`config.mk`:
```
export PLATFORM = sky130hd
export DESIGN_NAME = dpram_port_arbiter
export DESIGN_NICKNAME = d
export VERILOG_FILES = /design/src/rtl/dpram_port_arbiter.sv
export SDC_FILE = /design/constraint.sdc
export NUM_CORES = 1
export LEC_CHECK = 0
export BUFFER_PORTS_ARGS = -buffer_cell sky130_fd_sc_hd__buf_2
export CAP_MARGIN = 25
export CORE_MARGIN = 2
export CORE_UTILIZATION = 40
export DETAILED_ROUTE_END_ITERATION = 8
export GPL_TIMING_DRIVEN = 0
export PLACE_DENSITY_LB_ADDON = 0.2
export SLEW_MARGIN = 30
export SYNTH_ARGS = -nofsm -noshare
export SYNTH_HDL_FRONTEND = slang
export SYNTH_SLANG_ARGS = --single-unit
```
`constraint.sdc`:
```
create_clock -name clk -period 8.85 [get_ports clk]
set_input_delay 2.2125 -clock clk [delete_from_list [all_inputs] [get_ports clk]]
set_output_delay 2.2125 -clock clk [all_outputs]
set_load 0.03 [all_outputs]
```
`src/rtl/dpram_port_arbiter.sv`:
```
// dpram_port_arbiter
// Round-robin front end that shares one true dual-port RAM among N_REQ
// requesters. Up to two requests are granted per cycle. The first goes to
// port A and the second to port B. Granted commands are registered onto the
// RAM pins. Read data is steered back to the issuing requester through a
// small return pipeline that tracks the RAM latency.
module dpram_port_arbiter #(
    parameter int N_REQ   = 4,
    parameter int AW      = 6,
    parameter int DW      = 8,
    parameter int RAM_LAT = 1
) (
    input  logic                clk,
    input  logic                rst_n,
    input  logic [N_REQ-1:0]    req,
    input  logic [N_REQ-1:0]    req_we,
    input  logic [N_REQ*AW-1:0] req_addr,
    input  logic [N_REQ*DW-1:0] req_wdata,
    output logic [N_REQ-1:0]    gnt,
    output logic [N_REQ-1:0]    rvalid,
    output logic [N_REQ*DW-1:0] rdata,
    output logic                ram_we_a,
    output logic [AW-1:0]       ram_addr_a,
    output logic [DW-1:0]       ram_data_a,
    input  logic [DW-1:0]       ram_q_a,
    output logic                ram_we_b,
    output logic [AW-1:0]       ram_addr_b,
    output logic [DW-1:0]       ram_data_b,
    input  logic [DW-1:0]       ram_q_b
);

    localparam int          IDW   = $clog2(N_REQ);
    localparam int unsigned NQ    = N_REQ;
    localparam int unsigned DEPTH = 1 + RAM_LAT;

    // One return-pipeline entry: a read in flight on one RAM port.
    typedef struct packed {
        logic           valid;
        logic [IDW-1:0] id;
        logic           port;   // 0 = port A, 1 = port B
    } ret_t;

    logic [IDW-1:0] rr_ptr;
    logic [IDW-1:0] rr_next;
    logic [IDW-1:0] last_id;
    logic [IDW-1:0] scan_id;
    logic [N_REQ-1:0] req_eff;

    logic           slot_a_vld;
    logic           slot_b_vld;
    logic           slot_b_gnt;
    logic           collide;
    logic [IDW-1:0] id_a;
    logic [IDW-1:0] id_b;

    logic           we_a_sel;
    logic           we_b_sel;
    logic [AW-1:0]  addr_a_sel;
    logic [AW-1:0]  addr_b_sel;
    logic [DW-1:0]  wdata_a_sel;
    logic [DW-1:0]  wdata_b_sel;

    ret_t           pipe_a [DEPTH];
    ret_t           pipe_b [DEPTH];
    ret_t           tail_a;
    ret_t           tail_b;
    logic [N_REQ-1:0] ret_vec;

    // Requests are ignored while reset is asserted so gnt reads zero.
    assign req_eff = rst_n ? req : '0;

    // Scan from the round-robin pointer upward; first hit is slot A, second is slot B.
    always_comb begin
        slot_a_vld = 1'b0;
        slot_b_vld = 1'b0;
        id_a       = '0;
        id_b       = '0;
        scan_id    = '0;
        for (int unsigned k = 0; k < NQ; k++) begin
            scan_id = IDW'((32'(rr_ptr) + k) % NQ);
            if (req_eff[scan_id]) begin
                if (!slot_a_vld) begin
                    slot_a_vld = 1'b1;
                    id_a       = scan_id;
                end else if (!slot_b_vld) begin
                    slot_b_vld = 1'b1;
                    id_b       = scan_id;
                end
            end
        end
    end

    // Select slot fields, apply the same-address collision rule, form gnt and the next pointer.
    always_comb begin
        we_a_sel    = req_we[id_a];
        we_b_sel    = req_we[id_b];
        addr_a_sel  = req_addr[int'(id_a)*AW +: AW];
        addr_b_sel  = req_addr[int'(id_b)*AW +: AW];
        wdata_a_sel = req_wdata[int'(id_a)*DW +: DW];
        wdata_b_sel = req_wdata[int'(id_b)*DW +: DW];

        // A read and a write, or two writes, to one address are serialised:
        // slot B waits so its access is ordered after slot A's.
        collide    = slot_a_vld && slot_b_vld && (addr_a_sel == addr_b_sel) &&
                     (we_a_sel || we_b_sel);
        slot_b_gnt = slot_b_vld && !collide;

        gnt = '0;
        if (slot_a_vld) gnt[id_a] = 1'b1;
        if (slot_b_gnt) gnt[id_b] = 1'b1;

        last_id = slot_b_gnt ? id_b : id_a;
        rr_next = (last_id == IDW'(N_REQ - 1)) ? '0 : last_id + IDW'(1);
    end

    // Advance the round-robin pointer and register granted commands onto the RAM pins.
    always_ff @(posedge clk or negedge rst_n) begin
        if (!rst_n) begin
            rr_ptr     <= '0;
            ram_we_a   <= 1'b0;
            ram_addr_a <= '0;
            ram_data_a <= '0;
            ram_we_b   <= 1'b0;
            ram_addr_b <= '0;
            ram_data_b <= '0;
        end else begin
            if (slot_a_vld) rr_ptr <= rr_next;

            ram_we_a <= slot_a_vld && we_a_sel;
            if (slot_a_vld) begin
                ram_addr_a <= addr_a_sel;
                ram_data_a <= wdata_a_sel;
            end

            ram_we_b <= slot_b_gnt && we_b_sel;
            if (slot_b_gnt) begin
                ram_addr_b <= addr_b_sel;
                ram_data_b <= wdata_b_sel;
            end
        end
    end

    // Track granted reads until their RAM data is valid; stage 0 lines up with the command cycle.
    always_ff @(posedge clk or negedge rst_n) begin
        if (!rst_n) begin
            for (int unsigned s = 0; s < DEPTH; s++) begin
                pipe_a[s] <= '0;
                pipe_b[s] <= '0;
            end
        end else begin
            pipe_a[0] <= '{valid: slot_a_vld && !we_a_sel, id: id_a, port: 1'b0};
            pipe_b[0] <= '{valid: slot_b_gnt && !we_b_sel, id: id_b, port: 1'b1};
            for (int unsigned s = 1; s < DEPTH; s++) begin
                pipe_a[s] <= pipe_a[s-1];
                pipe_b[s] <= pipe_b[s-1];
            end
        end
    end

    assign tail_a = pipe_a[DEPTH-1];
    assign tail_b = pipe_b[DEPTH-1];

    // Decode which requesters receive read data this cycle.
    always_comb begin
        ret_vec = '0;
        if (tail_a.valid) ret_vec[tail_a.id] = 1'b1;
        if (tail_b.valid) ret_vec[tail_b.id] = 1'b1;
    end

    // Register the returning data into the owner's rdata slice and pulse its rvalid.
    always_ff @(posedge clk or negedge rst_n) begin
        if (!rst_n) begin
            rvalid <= '0;
            rdata  <= '0;
        end else begin
            rvalid <= ret_vec;
            if (tail_a.valid)
                rdata[int'(tail_a.id)*DW +: DW] <= tail_a.port ? ram_q_b : ram_q_a;
            if (tail_b.valid)
                rdata[int'(tail_b.id)*DW +: DW] <= tail_b.port ? ram_q_b : ram_q_a;
        end
    end

endmodule

```
# Yosys cells after proc, flatten, opt, wreduce, memory -nomap -nowiden
# Index checks and enable logic that the tools add are counted.
# word_totals
memories	0
ram_bits	0
out_inout_bits	70
ff_bits	82
romBits	0
latchBits	0
wordCells	124
# op_classes
n_eq_ne	2
shifts	8
div_mod_pow	0
magnitude_cmp	12
multipliers	2
n_reduce_logical	16
add_sub_neg	6
n_bitwise	2
mux	57
# ops
op	n
negation 5 -> 33 bit	2
variable shift 8 x 33 -> 32 bit (first input constant)	2
indexed part select 8 x 33 -> 32 bit	2
bitwise mux 32 bit	2
2-to-1 mux 32 bit	2
indexed part select 32 x 6 -> 8 bit	2
indexed part select 24 x 6 -> 6 bit	2
2-to-1 mux 2 bit	17
less-than comparator 2 x 3 -> 1 bit (second input constant)	8
2-to-1 mux 1 bit	20
2-to-1 mux 4 bit	5
binary-select mux 1 bit (select 2 bit)	6
logical AND 1 bit	12
demux 1 bit (select 2 bit)	4
greater-or-equal comparator 2 x 1 -> 1 bit (second input constant)	4
multiplier 2 x 2 -> 4 bit (second input constant)	2
2-to-1 mux 8 bit	1
OR 4 bit	2
== test 6 bit	1
adder 2 x 1 -> 2 bit (second input constant)	2
adder 2 bit (second input constant)	2
zero test 1 bit	3
== test 2 bit (second input constant)	1
logical OR 1 bit	1

# Longest topological paths before layout
# Gate-level depths: netlist of run 1.
# depth
depth_word	22
depth_mapped	18

# Worst setup path before layout of run 1
# OpenSTA, ideal clock, no wires.
# synth_path
path_type	input-to-output
startpoint	input port rst_n
endpoint	output port gnt[2]
slack_ps	1320
required_ps	6638
t_arrival_ps	5317
stages	13
path_cell_list	buf_6 > and2_4 > a32oi_4 > a31oi_1 > a221o_1 > a32o_2 > buf_6 > mux2i_2 > nor3_1 > nor4b_4 > nand4_2 > nand2_1 > o32ai_1
# synth_via
elab_chain_cells	20
word_cells_on_any_way	62
classes_between	mul: 2; order compare: 4; eq/ne: 1; shift: 2; mux: 44; bitwise: 1; reduce/logical: 8
# synth_lines
element	line	source
start: declaration	14	input logic rst_n,
2-to-1 mux 4 bit *	70	assign req_eff = rst_n ? req : '0;
binary-select mux 1 bit (select 2 bit)	81	if (req_eff[scan_id]) begin
2-to-1 mux 1 bit (implied by the code)	81	
2-to-1 mux 1 bit	81	
2-to-1 mux 2 bit or 2-to-1 mux 1 bit (tied branches)	82	if (!slot_a_vld) begin
2-to-1 mux 2 bit or 2-to-1 mux 1 bit (tied branches)	81	
2-to-1 mux 2 bit	85	end else if (!slot_b_vld) begin
2-to-1 mux 2 bit	82	
[3 not listed]	n/a	
2-to-1 mux 2 bit	81	
multiplier 2 x 2 -> 4 bit	98	addr_b_sel = req_addr[int'(id_b)*AW +: AW];
indexed part select 24 x 6 -> 6 bit	98	
== test 6 bit	104	collide = slot_a_vld && slot_b_vld && (addr_a_sel == addr_b_sel) &&
logical AND 1 bit (2 in a row)	104	
zero test 1 bit	106	slot_b_gnt = slot_b_vld && !collide;
logical AND 1 bit	106	
2-to-1 mux 4 bit *	110	if (slot_b_gnt) gnt[id_b] = 1'b1;
end: declaration	19	output logic [N_REQ-1:0] gnt,
# Mark *: on every way between the ends. The rest lies on a longest branch, timed or not. The select of a mux whose other input is x is not followed.

# Final worst setup path of run 1
# layout_path
startpoint	input port rst_n
endpoint	output port gnt[3]
# The elaborated chain is that of the path after synthesis.

==> flow_summary.toml, run 1 <==
[global_routing]
antenna_found_initial = 0
overflow = 0
grt_pass1_wl_mm = 25.12
grt_pass1_vias = 4978
grtUsageTotal_pct = 22.35
grt_max_degree = 64

[cts]
root_buffer = "clkbuf_16"
htreeDepth = 3
numCtsBuffers = 9
cts_num_sinks = 82
cts-resized-gates = 0
cts.clk_slew.worst_paths_ns = 0.06
postCtsHoldBufs = 0
clkLatencyLatePin_ns = 0.34
cts_setup_buffers = 0
cts_tree = "built"
clock_path_buffers = 2

[setup_path]
crit_chain = "buf_6, buf_16, buf_6, nor2b_4, a32o_1, nor2_1, o21ai_2, buf_2, mux2i_1, mux2i_2, nor3_1, nor4b_4, nand4_2, nand2_1, o32ai_1, buf_2"
rr_startpoint = "rr_ptr[0]"
critical_path.top_delay_family = "buffers and inverters"
worstPathRequired_ns = 6.64
r2r_end = "ram_data_b[3]"
cp.arrival_ns = 6.10
crit_buf_inv = 5
endpoint_kind = "output port"
r2r_slack_ns = 4.79
critical_path.max_stage_delay_ns = 0.48
path_class = "in -> out"
cp_max_fo = 63
critPathLaunchType = "input port"
reg2regPathDepth = 16
slowest_stage = "o21ai_2"

[routing]
drc_errors = 0
ant_nets = 0
drt-pass1-iter-count = 6
routedWlPerCell_um = 17.46
totalWireLength_mm = 15.41
vias = 4949
drt-initial-drc-count = 419
routed_via_density = 5.605

[placed_design]
gp_congestion = 0.8562
dpl_cell_area_um2 = 6218
preCtsSetupSlack_ns = 0.5282
dp_hpwl_mm = 11.44
place.port_buffers = 151

[floorplan]
start_util_pct = 41.04
fp.dieW_um = 117.8
die_h_um = 117.8
num_rows = 41
die-area_um2 = 13870
core-area_um2 = 12620
ios = 152

[synthesis]
netlist_area_um2 = 5179
synth_cell_types = 67
synth_cells = 541
yosysWarnings = 0
yosysSeqAreaShare_pct = 39.62
synth_area_per_cell_um2 = 9.572
synth_nets = 638
synth_edf_count = 0
synthFlopType = "dfrtp_1"
async_flop_share_pct = 100.0
synth-seq-cells = 82

[timing]
setup_ws_ns = 0.5388
whs_ns = 0.3492
finalMaxSlewViolations = 0
fmax_ghz = 0.1203
slew_headroom_pct = 39.34
rsz0062_at_grt = "false"
worst_pin_slew_ns = 0.9023
layout_min_cycle_time_ns = 8.311
tns_ns = 0
skew_ns = 0.005640
timing_hold_violations_final = 0
setup_viol = 0
finalCritPeriodShare_pct = 93.91

[cells_and_area]
final_area_um2 = 6497
areaGrowthSynthToFinish_pct = 25.47
antennaDiodeCount = 0
final_layout_size_suffix_gt1_share_pct = 33.19
nets = 803

[job]
drv_cap = 0

[worst_hold_path]
min_from = "pipe_b[4]"
hold_path.class = "reg -> reg"
min_delay_path_depth = 0
hold_end = "pipe_b[0]"

[power_and_ir_drop]
finalPower_w = 0.002641
p_leak_nw = 3.206
powerDensity_nw_per_um2 = 406.4
peakVddDrop_uv = 223.0

[outcome]
outcome = "completed"
==> through the flow <==
stage,utilization [%],cells
after global placement,48.73,864
after floorplan,-,541
after global routing,51.49,883
final,51.49,883
after CTS,51.49,883
after detailed placement,49.28,867
==> sequential cells by signal, indices dropped and copies added, names as in the netlist <==
register    cells
pipe_a          6
pipe_b          8
ram_addr_a      6
ram_addr_b      6
ram_data_a      8
ram_data_b      8
ram_we_a        1
ram_we_b        1
rdata          32
rr_ptr          2
rvalid          4
==> cells in the mapped netlist, types with 6 or more instances <==
cell type  instances  share of area, %
nand3_1           12               1.2
mux2_2            14               3.0
mux2i_1           28               5.4
o211a_1           10               1.9
o21ai_0           21               2.0
nand2_1          103               7.5
buf_6              7               1.5
ha_1              15               3.6
dfrtp_1           82                40
mux2_4             9               2.6
and2_1             7              0.85
and3_1             9               1.1
nor2_1            19               1.4
clkbuf_1          18               1.3
a21oi_1            7              0.68
nor2b_1            7              0.85
a211oi_1           8               1.2
nor3_1             6              0.58
a22oi_1           32               4.6
o22ai_1           32               3.9
inv_1             11              0.80
a31oi_1           11               1.3
==> final cells by class <==
type / instances / area, um^2
inverter: 14 / 52.55
timing repair buffer: 154 / 799.5
buffer: 35 / 195.2
sequential: 82 / 2052
multi-input combinational: 410 / 2904
tap: 172 / 215.2
clock inverter: 7 / 53.80
fill: 1213 / 6122
clock buffer: 9 / 225.2
==> cell usage in the layout, fill, tap and decap left out, types with 7 or more instances in the layout <==
cell type | netlist | final
buf_2 | 3 | 155
nand2_1 | 103 | 103
dfrtp_1 | 82 | 82
a22oi_1 | 32 | 32
o22ai_1 | 32 | 32
mux2i_1 | 28 | 28
o21ai_0 | 21 | 21
nor2_1 | 19 | 19
clkbuf_1 | 18 | 18
ha_1 | 15 | 15
mux2_2 | 14 | 14
nand3_1 | 12 | 12
inv_1 | 11 | 11
a31oi_1 | 11 | 11
o211a_1 | 10 | 10
mux2_4 | 9 | 9
and3_1 | 9 | 9
clkbuf_16 | 0 | 9
buf_6 | 7 | 8
a211oi_1 | 8 | 8
nor2b_1 | 7 | 7
and2_1 | 7 | 7
a21oi_1 | 7 | 7
==> worst register-to-register path, cell delays in order (launching register included) <==
cell and delay (ns):
dfrtp_1 0.37, buf_6 0.16, mux2i_2 0.37, o2bb2ai_2 0.17
ha_1 0.23, o211ai_1 0.39, o21a_4 0.22, inv_2 0.07
buf_6 0.14, a211oi_1 0.42, nor3_1 0.14, nor4b_4 0.26
nand4_2 0.19, and2_1 0.19, buf_6 0.14, buf_6 0.17
mux2_4 0.31
==> report_power, final <==
| group | switching (W) | internal (W) |
|---|---|---|
| Sequential | 0.0000944 | 0.000543 |
| Combinational | 0.00104 | 0.000607 |
| Clock | 0.000162 | 0.000192 |
| Total | 0.00130 | 0.00134 |
==> layer usage <==
metal  wire (um)  GRT usage, %  up-vias
li1            -             -     2330
met1        6472         28.06     2319
met2        7318         37.14      264
met3        1268         5.281       36
met4         354         8.886        0
met5           0             0        -
==> worst max path at each step <==
stage / cells past startpoint / from / endpoint
after detailed placement: 16 / rst_n / gnt[3]
after floorplan: 13 / rst_n / gnt[2]
after global placement: 15 / rst_n / gnt[3]
after global routing: 16 / rst_n / gnt[2]
final: 16 / rst_n / gnt[3]
after CTS: 16 / rst_n / gnt[3]
==> cell families (layout without fill, tap and decap cells) <==
| group | Yosys count | count (layout) | synth area share, % |
|---|---|---|---|
| xor+xnor | 2 | 2 | 0.3383 |
| other cells | 1 | 1 | 0.07241 |
| simple gates | 179 | 179 | 16.43 |
| compound gates | 158 | 158 | 23.05 |
| flops | 82 | 82 | 39.62 |
| buf+inv | 49 | 219 | 4.784 |
| mux | 55 | 55 | 12.08 |
| fa+ha+maj | 15 | 15 | 3.624 |
Power figures use the tool's default switching activity.
==> run 2, diff against run 1 <==
CAP_MARGIN = 20   (was 25)
CELL_PAD_IN_SITES_DETAIL_PLACEMENT = 0   (was not set)
CELL_PAD_IN_SITES_GLOBAL_PLACEMENT = 1   (was not set)
==> run 2 against run 1 <==
- global-route usage up 0.26 points
- hold slack worse by 0.0039 ns
- combinational power about the same
- core utilization up 0.43 points
- largest cell class unchanged
- routed wire length up 2.4%
- critical endpoint is now gnt[2]
- highest routed layer unchanged
- critical path depth unchanged
- fmax down 0.24%
- power up 2.9%
==> flow_summary.toml, run 2 (synthesized netlist as in run 1, its figures left out) <==
[cts]
root_buffer = "clkbuf_16"
clock_path_buffers = 2
clkLatencyLatePin_ns = 0.34
cts.clk_slew.worst_paths_ns = 0.05
cts_tree = "built"
numCtsBuffers = 9
cts_num_sinks = 82
cts_setup_buffers = 0
postCtsHoldBufs = 0
cts-resized-gates = 0
htreeDepth = 3

[worst_hold_path]
min_delay_path_depth = 0
hold_path.class = "reg -> reg"
min_from = "pipe_b[4]"
hold_end = "pipe_b[0]"

[global_routing]
grt_pass1_wl_mm = 25.27
antenna_found_initial = 0
grt_max_degree = 60
overflow = 0
grtUsageTotal_pct = 22.62
grt_pass1_vias = 4855

[placed_design]
place.port_buffers = 151
dp_hpwl_mm = 11.65
gp_congestion = 0.8324

[routing]
drt-pass1-iter-count = 5
vias = 4874
drc_errors = 0
drt-initial-drc-count = 307
routed_via_density = 5.526
ant_nets = 0
totalWireLength_mm = 15.78
routedWlPerCell_um = 17.89

[power_and_ir_drop]
p_leak_nw = 3.235
powerDensity_nw_per_um2 = 414.8
finalPower_w = 0.002717
peakVddDrop_uv = 181.3

[floorplan]
fp.dieW_um = 117.8
core-area_um2 = 12620
start_util_pct = 41.04
num_rows = 41
ios = 152
die-area_um2 = 13870
die_h_um = 117.8

[cells_and_area]
final_layout_size_suffix_gt1_share_pct = 32.96
top_register = "rdata"
antennaDiodeCount = 0
areaGrowthSynthToFinish_pct = 26.50
largest_reg_flops = 32
nets = 803
num-fill-cells = 1257
final_common_cell = "buf_2"
final_cell_mix = "buf_2 (155), nand2_1 (103), dfrtp_1 (82), a22oi_1 (32), o22ai_1 (32)"

[setup_path]
rr_startpoint = "rr_ptr[0]"
path_class = "in -> out"
reg2regPathDepth = 15
endpoint_kind = "output port"
worstPathRequired_ns = 6.64
cp_max_fo = 59
critPathLaunchType = "input port"
r2r_end = "ram_addr_b[5]"
r2r_slack_ns = 4.75
cp.arrival_ns = 6.12
crit_path_start = "rst_n"

[timing]
fmax_ghz = 0.1200
slew_headroom_pct = 39.90
finalCritPeriodShare_pct = 94.13
finalMaxSlewViolations = 0
timing_hold_violations_final = 0
worst_pin_slew_ns = 0.8992
rsz0062_at_grt = "false"
whs_ns = 0.3453
setup_viol = 0
skew_ns = 0.006537
layout_min_cycle_time_ns = 8.331
tns_ns = 0

[job]
drv_cap = 0

[outcome]
outcome = "completed"
## run 2: changes by cell type in the layout (fill, tap and decap cells not counted), sizes merged
cell,previous run,this run
inv,16,14
clkbuf,27,28
clkinv,3,2
clkinvlp,2,0
bufinv,0,3
## run 2: critical path: stages
cell	delay (ns)
buf_6	0.23
buf_16	0.32
buf_6	0.19
nor2b_4	0.28
a32o_1	0.25
nor2_1	0.08
o21ai_2	0.47
buf_2	0.38
mux2i_1	0.26
mux2i_2	0.12
nor3_1	0.33
nor4b_4	0.08
nand4_2	0.15
nand2_1	0.16
o32ai_1	0.31
buf_2	0.26
## run 2: cell type report
type / instances / area [um^2] / area share (%)
flip-flops and latches: 82 / 2052 / 31.32
well taps: 172 / 215.2 / 3.285
clock buffers: 10 / 229.0 / 3.495
plain buffers: 35 / 195.2 / 2.979
inverters: 14 / 52.55 / 0.8021
multi-input cells: 410 / 2904 / 44.33
clock inverters: 5 / 103.9 / 1.585
repair buffers: 154 / 799.5 / 12.20
## run 2: per-stage QoR
step	setup slack [ns]	instances	utilization (%)	area, um^2
final	0.5191	882	51.91	6551
after global routing	0.1638	882	51.91	6551
after CTS	0.4929	882	51.91	6551
after detailed placement	0.5012	867	49.28	6218
after global placement	-0.4323	864	48.73	6150
after floorplan	1.320	541	-	5179
## run 2: how the worst max path moves through the flow
| stage | slack (ns) | end |
|---|---|---|
| 4_1_cts | 0.49 | gnt[2] |
| 6_report | 0.52 | gnt[2] |
| 5_1_grt | 0.16 | gnt[2] |
| 3_3_place_gp | -0.43 | gnt[2] |
| 3_5_place_dp | 0.50 | gnt[2] |
| 2_1_floorplan | 1.32 | gnt[2] |
## run 2: power by group
part	internal, W	switching [W]	total, W
clock network	0.000274	0.000150	0.000425
logic	0.000607	0.00105	0.00165
registers	0.000544	0.0000942	0.000638
total	0.00142	0.00129	0.00272
## run 2: layer usage
| metal | vias up | routed length, um | track usage, % |
|---|---|---|---|
| li1 | 2321 | - | - |
| met1 | 2342 | 6813 | 28.34 |
| met2 | 204 | 7668 | 39.46 |
| met3 | 7 | 1199 | 5.087 |
| met4 | 0 | 96 | 5.648 |
| met5 | - | 0 | 0 |
==> run 3, diff against run 2 <==
CORE_UTILIZATION = 36   (was 40)
clock period = 7.25 ns   (was 8.85 ns; I/O delays follow)
==> run 3 against run 2 <==
- register-to-register slack got worse by 1.6 ns
- combinational power rose by 28%
- power rose by 22%
- core utilization fell by 3.8 points
- clock skew rose by 0.0052 ns
- final cell count rose by 1.5%
- via count rose by 1.3%
- sequential power rose by 22%
- worst setup slack got worse by 0.31 ns
- global-route usage fell by 1.2 points
- largest cell class unchanged
- largest power group unchanged
- highest routed layer unchanged
==> flow_summary.toml, run 3 (synthesized netlist as in run 1, its figures left out) <==
[timing]
rsz0062_at_grt = "false"
setup_viol = 0
skew_ns = 0.01175
slew_headroom_pct = 38.52
fmax_ghz = 0.1419
worst_pin_slew_ns = 0.9145
timing_hold_violations_final = 0
layout_min_cycle_time_ns = 7.046
setup_ws_ns = 0.2042
whs_ns = 0.3428
finalMaxSlewViolations = 0
finalCritPeriodShare_pct = 97.18

[power_and_ir_drop]
p_sw_w = 0.001642
powerDensity_nw_per_um2 = 494.1
power_frac_clock_pct = 12.8
peakVddDrop_uv = 303.3
p_leak_nw = 3.274
pwr-share-comb_pct = 63.8
pwr-share-seq_pct = 23.4
switching_share_pct = 49.41
intPower_w = 0.001681
finalPower_w = 0.003323

[cts]
cts_num_sinks = 82
cts.clk_slew.worst_paths_ns = 0.07
numCtsBuffers = 9
clock_path_buffers = 2
clkLatencyLatePin_ns = 0.35
root_buffer = "clkbuf_16"
htreeDepth = 3
cts_tree = "built"
postCtsHoldBufs = 0

[cells_and_area]
final_common_cell = "buf_2"
stdcell_count = 895
top_register = "rdata"
post-route-util_pct = 48.08
antennaDiodeCount = 0
nets = 807
areaGrowthSynthToFinish_pct = 29.86
largest_reg_flops = 32
final_cell_mix = "buf_2 (152), nand2_1 (101), dfrtp_1 (82), a22oi_1 (32), o22ai_1 (32)"
final_layout_size_suffix_gt1_share_pct = 36.08

[outcome]
outcome = "completed"

[global_routing]
overflow = 0
antenna_found_initial = 0
grt_pass1_wl_mm = 25.18
grt_max_degree = 33
grtUsageTotal_pct = 21.43
grt_pass1_vias = 4777

[job]
drv_cap = 0

[floorplan]
start_util_pct = 37.02
die_h_um = 123.9
die-area_um2 = 15360
fp.dieW_um = 123.9
ios = 152
core-area_um2 = 13990
num_rows = 43

[setup_path]
path_class = "in -> out"
cp.arrival_ns = 5.23
endpoint_kind = "output port"
worstPathRequired_ns = 5.44
critPathLaunchType = "input port"
r2r_slack_ns = 3.14
cp_max_fo = 22

[placed_design]
gp_congestion = 0.8630
dp_hpwl_mm = 11.97
place_inst = 875
preCtsSetupSlack_ns = -0.2995
place.port_buffers = 151

[routing]
routed_via_density = 5.514
totalWireLength_mm = 16.68
drc_errors = 0
vias = 4935
drt-pass1-iter-count = 5
ant_nets = 0
routedWlPerCell_um = 18.64
drt-initial-drc-count = 334

[worst_hold_path]
hold_path.class = "reg -> reg"
[run 3: what timing repair did]
| action | CTS | global route |
|---|---|---|
| resized for setup | 8 | 26 |
| setup endpoints to repair | 4 | 4 |
| gates cloned | 1 | 1 |
| pin swaps | 1 | 1 |
| buffers inserted | 0 | 2 |
[run 3: worst paths after layout]
check | cells after the start | start | end
min in group asynchronous | 1 | rst_n | rdata[4]
min reg2reg | 0 | pipe_a[7] | pipe_a[3]
min | 0 | pipe_a[7] | pipe_a[3]
max reg2reg | 19 | rr_ptr[1] | ram_data_b[2]
max | 14 | rst_n | gnt[2]
max in group asynchronous | 2 | rst_n | rdata[10]
[run 3: power by group through the flow]
stage	sequential, W	clock, W	combinational, W
after floorplan	0.00109	0	0.00115
after detailed placement	0.000787	0	0.00202
final	0.000779	0.000425	0.00212
after global routing	0.000803	0.000455	0.00229
after CTS	0.000781	0.000430	0.00206
after global placement	0.000779	0	0.00199
[run 3: per-layer routing]
layer	share of wire [%]	GRT usage (%)
met5	0	0
met4	1.6	7.022
met3	7.3	4.029
met2	47	35.16
met1	44	28.56
[run 3: layout make-up]
class | count | area (um^2)
sequential | 82 | 2052
clock inverter | 3 | 25.02
buffer | 35 | 202.7
tap | 180 | 225.2
clock buffer | 13 | 240.2
fill | 1369 | 7263
multi-input combinational | 410 | 3047
timing repair buffer | 158 | 878.3
inverter | 14 | 55.05
[run 3: metrics by stage]
stage	TNS, ns	cell area (um^2)
4_1_cts	0	6566
6_report	0	6725
3_3_place_gp	-4.761	6160
3_5_place_dp	-0.9445	6228
2_1_floorplan	0	5179
5_1_grt	0	6725
[run 3: critical path, cell delays in order]
cell      delay, ns
buf_8          0.16
buf_16         0.18
buf_6          0.14
and2_4         0.19
a32oi_4        0.37
a21oi_1        0.11
o221a_2        0.30
o21a_4         0.25
inv_2          0.12
buf_6          0.19
clkbuf_1       0.44
buf_1          0.53
o32ai_2        0.18
buf_2          0.21
